File: config.mk
export PLATFORM = sky130hd
export DESIGN_NAME = yblock_cfg_loader
export DESIGN_NICKNAME = d
export VERILOG_FILES = /design/src/rtl/yblock_cfg_loader.sv
export SDC_FILE = /design/constraint.sdc
export NUM_CORES = 1
export LEC_CHECK = 0
export ABC_AREA = 0
export CAP_MARGIN = 15
export CORE_UTILIZATION = 45
export CTS_CLUSTER_DIAMETER = 50
export DETAILED_ROUTE_END_ITERATION = 8
export PLACE_DENSITY_LB_ADDON = 0.1
export SLEW_MARGIN = 25
export SYNTH_ARGS = -nofsm -noshare
export SYNTH_HDL_FRONTEND = slang
export SYNTH_SLANG_ARGS = --single-unit
File: constraint.sdc
create_clock -name clk -period 1.7 [get_ports clk]
set_input_delay 0.34 -clock clk [delete_from_list [all_inputs] [get_ports clk]]
set_output_delay 0.34 -clock clk [all_outputs]
set_load 0.01 [all_outputs]
File: src/rtl/yblock_cfg_loader.sv
// Clears one yblock, then shifts NWORDS column-wide words into its config chain, one confclk per word.
// 4 cycles per word (accept, setup, strobe, hold); in_ready only in WAIT; rd_valid has no backpressure.
module yblock_cfg_loader #(
    parameter int BLOCKWIDTH  = 8,
    parameter int BLOCKHEIGHT = 8,
    parameter int CELLBITS    = 2,
    parameter int CLEARCYC    = 4
) (
    input  logic                  clk,
    input  logic                  reset,
    input  logic                  start,
    input  logic [BLOCKWIDTH-1:0] in_data,
    input  logic                  in_valid,
    output logic                  in_ready,
    output logic                  busy,
    output logic                  done,
    output logic [BLOCKWIDTH-1:0] rd_data,
    output logic                  rd_valid,
    output logic                  blkreset,
    output logic                  confclk,
    output logic [BLOCKWIDTH-1:0] cbitin,
    input  logic [BLOCKWIDTH-1:0] cbitout
);

    localparam int NWORDS = BLOCKHEIGHT * CELLBITS;
    localparam int CW     = $clog2(NWORDS + 1);
    localparam int TW     = (CLEARCYC > 1) ? $clog2(CLEARCYC) : 1;

    typedef enum logic [2:0] {
        S_IDLE,
        S_CLEAR,
        S_WAIT,
        S_SETUP,
        S_STROBE,
        S_HOLD,
        S_DONE
    } state_t;

    state_t                r_state;
    state_t                w_next;
    logic [TW-1:0]         r_timer;
    logic [CW-1:0]         r_count;
    logic [CW-1:0]         w_count_inc;
    logic                  w_accept;
    logic                  w_last;
    logic                  r_confclk;
    logic                  r_blkreset;
    logic                  r_rd_valid;
    logic [BLOCKWIDTH-1:0] r_rd_data;
    logic [BLOCKWIDTH-1:0] r_cbitin;

    assign w_accept    = (r_state == S_WAIT) && in_valid;
    assign w_count_inc = r_count + CW'(1);
    assign w_last      = (w_count_inc == CW'(NWORDS));

    always_comb begin
        w_next = r_state;
        case (r_state)
            S_IDLE:   if (start) w_next = S_CLEAR;
            S_CLEAR:  if (r_timer == '0) w_next = S_WAIT;
            S_WAIT:   if (in_valid) w_next = S_SETUP;
            S_SETUP:  w_next = S_STROBE;
            S_STROBE: w_next = S_HOLD;
            S_HOLD:   w_next = w_last ? S_DONE : S_WAIT;
            S_DONE:   w_next = S_IDLE;
            default:  w_next = S_IDLE;
        endcase
    end

    // confclk/blkreset are decoded from the next state so they come straight off flops.
    always_ff @(posedge clk) begin
        if (reset) begin
            r_state    <= S_IDLE;
            r_timer    <= '0;
            r_count    <= '0;
            r_confclk  <= 1'b0;
            r_blkreset <= 1'b1;
            r_rd_valid <= 1'b0;
            r_rd_data  <= '0;
            r_cbitin   <= '0;
        end else begin
            r_state    <= w_next;
            r_confclk  <= (w_next == S_STROBE);
            r_blkreset <= (w_next == S_CLEAR);
            r_rd_valid <= (r_state == S_HOLD);
            if (r_state == S_IDLE && start) begin
                r_timer <= TW'(CLEARCYC - 1);
            end else if (r_state == S_CLEAR && r_timer != '0) begin
                r_timer <= r_timer - TW'(1);
            end
            if (r_state == S_CLEAR) begin
                r_count <= '0;
            end else if (r_state == S_HOLD) begin
                r_count <= w_count_inc;
            end
            if (r_state == S_HOLD) begin
                r_rd_data <= cbitout;
            end
            if (w_accept) begin
                r_cbitin <= in_data;
            end
        end
    end

    assign in_ready = (r_state == S_WAIT);
    assign busy     = (r_state != S_IDLE);
    assign done     = (r_state == S_DONE);
    assign rd_data  = r_rd_data;
    assign rd_valid = r_rd_valid;
    assign blkreset = r_blkreset;
    assign confclk  = r_confclk;
    assign cbitin   = r_cbitin;

endmodule

==> impl_metrics.ini <==
[grt]
grt_pass1_wl_um = 4981
grt_pass1_vias = 1151
grt_util_met1_pct = 21.51
track_usage_pct = 20.56
overflow = 0
grt_max_degree = 18
grt_antenna_before_repair = 0
met3_usage_pct = 6.557
busiest_layer = met2
grt.met2_usage_pct = 37.52

[setup_path]
arrival_ns = 1.29
rr_worst_depth = 6
crit_chain = or3_1, clkdlybuf4s15_1
endpoint_kind = output pin
cp_slowest_cell = dfxtp_4
crit_fanout = 4
worstReg2RegEnd = blkreset
crit_type = reg -> out
rr_startpoint = r_timer[0]
cpPeakStageDelay_ns = 0.37
required_ns = 1.36
r2r_slack_ns = 0.26
start_kind = flip-flop

[placement]
numPortBuffers = 41
hpwlAfterDp_um = 2197
gp_congestion = 0.8172
dpl_cell_area_um2 = 1715
dp_cells = 221

[power_and_ir_drop]
p_leak_nw = 0.6562
finalPower_w = 0.001420
ir_drop_mv = 0.5544
p_per_area_nw_per_um2 = 800.2

[synthesis]
synth_warnings = 0
async_flop_share_pct = 0
netlist_area_um2 = 1274
synth_mux_area_share_pct = 1.670
syn_avg_cell_area_um2 = 8.380
synth_nets = 175
seq_area_frac_synth_pct = 45.58
synth_xor_area_share_pct = 1.375
yosysUniqueCellTypes = 38
synthCells = 152
synth_flop_cell = dfxtp_1
synth-simple-area-share_pct = 27.60
synth_adder_area_share_pct = 2.947
synth_compound_area_share_pct = 15.03
synth_edf_count = 0
synth_top_family_by_area = simple AND/OR/NAND/NOR gates
synth-seq-cells = 29

[timing]
clock_skew_ns = 0.01254
slew-limit-headroom_pct = 77.41
setup_tns_ns = 0
hold_violations = 0
rsz0062_at_grt = false
setup_viol = 0
max_freq_mhz = 613.5
worstMarginPinSlew_ns = 0.3378
min_period_ns = 1.630
fin_crit_sh_pct = 95.88
drv_slew = 0
worst_hold_slack_ns = 0.4563

[run]
drv_cap = 0

[min_path]
hold_depth = 2
whs_endpoint = cbitin[2]
min_path_type = reg -> reg
min_from = cbitin[2]

[clock_tree]
cts.clk_slew.worst_paths_ns = 0.09
clk_latency_ns = 0.32
clock_sinks = 29
cts-root-buf = clkbuf_4
ctsLongestPathBuffers = 2
numCtsBuffers = 5
htree_levels = 2
cts_tree = yes

[cells_and_area]
instances_no_fill = 230
diodes = 0
fillerInstances = 218
multi_input_area_um2 = 619.3
finish.instance_area_um2 = 1774
regArea_um2 = 585.6
nets = 222
area_growth_pct = 39.29
drive_gt1_share_pct = 11.50

[routing]
num_vias = 1181
drc = 0
drt-initial-drc-count = 27
wire_per_inst_um = 12.95
drt_first_pass_iters = 4
routed_wl_um = 2978
vias_per_cell = 5.135
drtAntennaViolNets = 0

[status]
outcome = complete, no violations

[floorplanning]
dieArea_um2 = 3047
start_util_pct = 49.61
core_area_um2 = 2567
die_w_um = 55.20
row_count = 18
pin_count = 42
die_h_um = 55.20
-- synth_stat cells (2+ instances only) --
cell type / n / area share, %
dfxtp_1: 29 / 46
nand3b_1: 3 / 1.8
nand2_1: 38 / 11
a221oi_1: 2 / 1.4
nor2_1: 9 / 2.7
ha_1: 3 / 2.9
nand3_1: 4 / 1.6
a21oi_1: 23 / 9.0
nor3_1: 5 / 2.0
o21ai_0: 2 / 0.79
inv_1: 2 / 0.59
buf_2: 5 / 2.0
a21o_1: 2 / 1.2
-- worst max path at each step --
stage / start / to / slack, ns / cells after the start
final: r_state[2] / busy / 0.07 / 2
after global routing: r_state[2] / busy / 0.03 / 2
after CTS: r_state[2] / busy / 0.008 / 2
after detailed placement: r_state[2] / busy / 0.14 / 2
after global placement: r_state[2] / busy / 0.15 / 2
after floorplan: r_state[2] / busy / 0.37 / 3
-- cells in the final DEF, fill, tap and decap left out, drive strengths merged, types with 3 or more instances in the layout --
master,netlist,routed
nand2,38,38
clkdlybuf4s50,0,38
dfxtp,29,29
a21oi,23,23
nor2,9,9
buf,9,9
clkbuf,1,8
nor3,6,6
nand3,4,4
nand3b,3,3
ha,3,3
-- critical path, delay by kind of cell, from the launching register on --
family | cells | cell delay [ns]
flops | 1 | 0.37
simple gates | 1 | 0.36
buf+inv | 1 | 0.24
-- registers in the layout, indices dropped and copies added, names as in the netlist --
| register | flops |
|---|---|
| r_count | 5 |
| confclk | 1 |
| blkreset | 1 |
| r_state | 3 |
| rd_valid | 1 |
| rd_data | 8 |
| r_timer | 2 |
| cbitin | 8 |
-- area by class of cell --
| cell class | instances | area share [%] |
|---|---|---|
| Inverter | 2 | 0.4231 |
| Multi-Input combinational cell | 111 | 34.91 |
| Timing Repair Buffer | 50 | 26.80 |
| Tap cell | 30 | 2.116 |
| Sequential cell | 29 | 33.00 |
| Clock buffer | 8 | 2.750 |
-- cell families after synthesis --
family | count (synthesis)
flops | 29
simple gates | 71
fa+ha+maj | 3
mux | 2
xor+xnor | 2
compound gates | 33
buf+inv | 12
-- power breakdown --
part           internal (W)  total (W)  switching (W)
clock network      0.000165   0.000385       0.000221
logic              0.000165   0.000301       0.000136
registers          0.000710   0.000733      0.0000235
total               0.00104    0.00142       0.000380
-- per-layer routing --
| metal | share of wire [%] | vias up |
|---|---|---|
| li1 | - | 607 |
| met3 | 6.0 | 7 |
| met1 | 41 | 534 |
| met4 | 1.4 | 0 |
| met5 | 0 | - |
| met2 | 51 | 33 |
-- metrics by stage --
step                utilization, %  worst slack, ns
floorplan                        -           0.3743
global placement             66.81           0.1511
detailed placement           66.81           0.1374
CTS                          68.66         0.008035
global route                 69.10          0.03266
finish                       69.10          0.07004
-- what timing repair did --
action | 4_1_cts | 5_1_grt
cloned | 0 | 0
resized for setup | 5 | 2
hold buffers | 0 | 0
setup endpoints to repair | 3 | 1
setup buffers | 0 | 1
(Power assumes the default switching activity.)
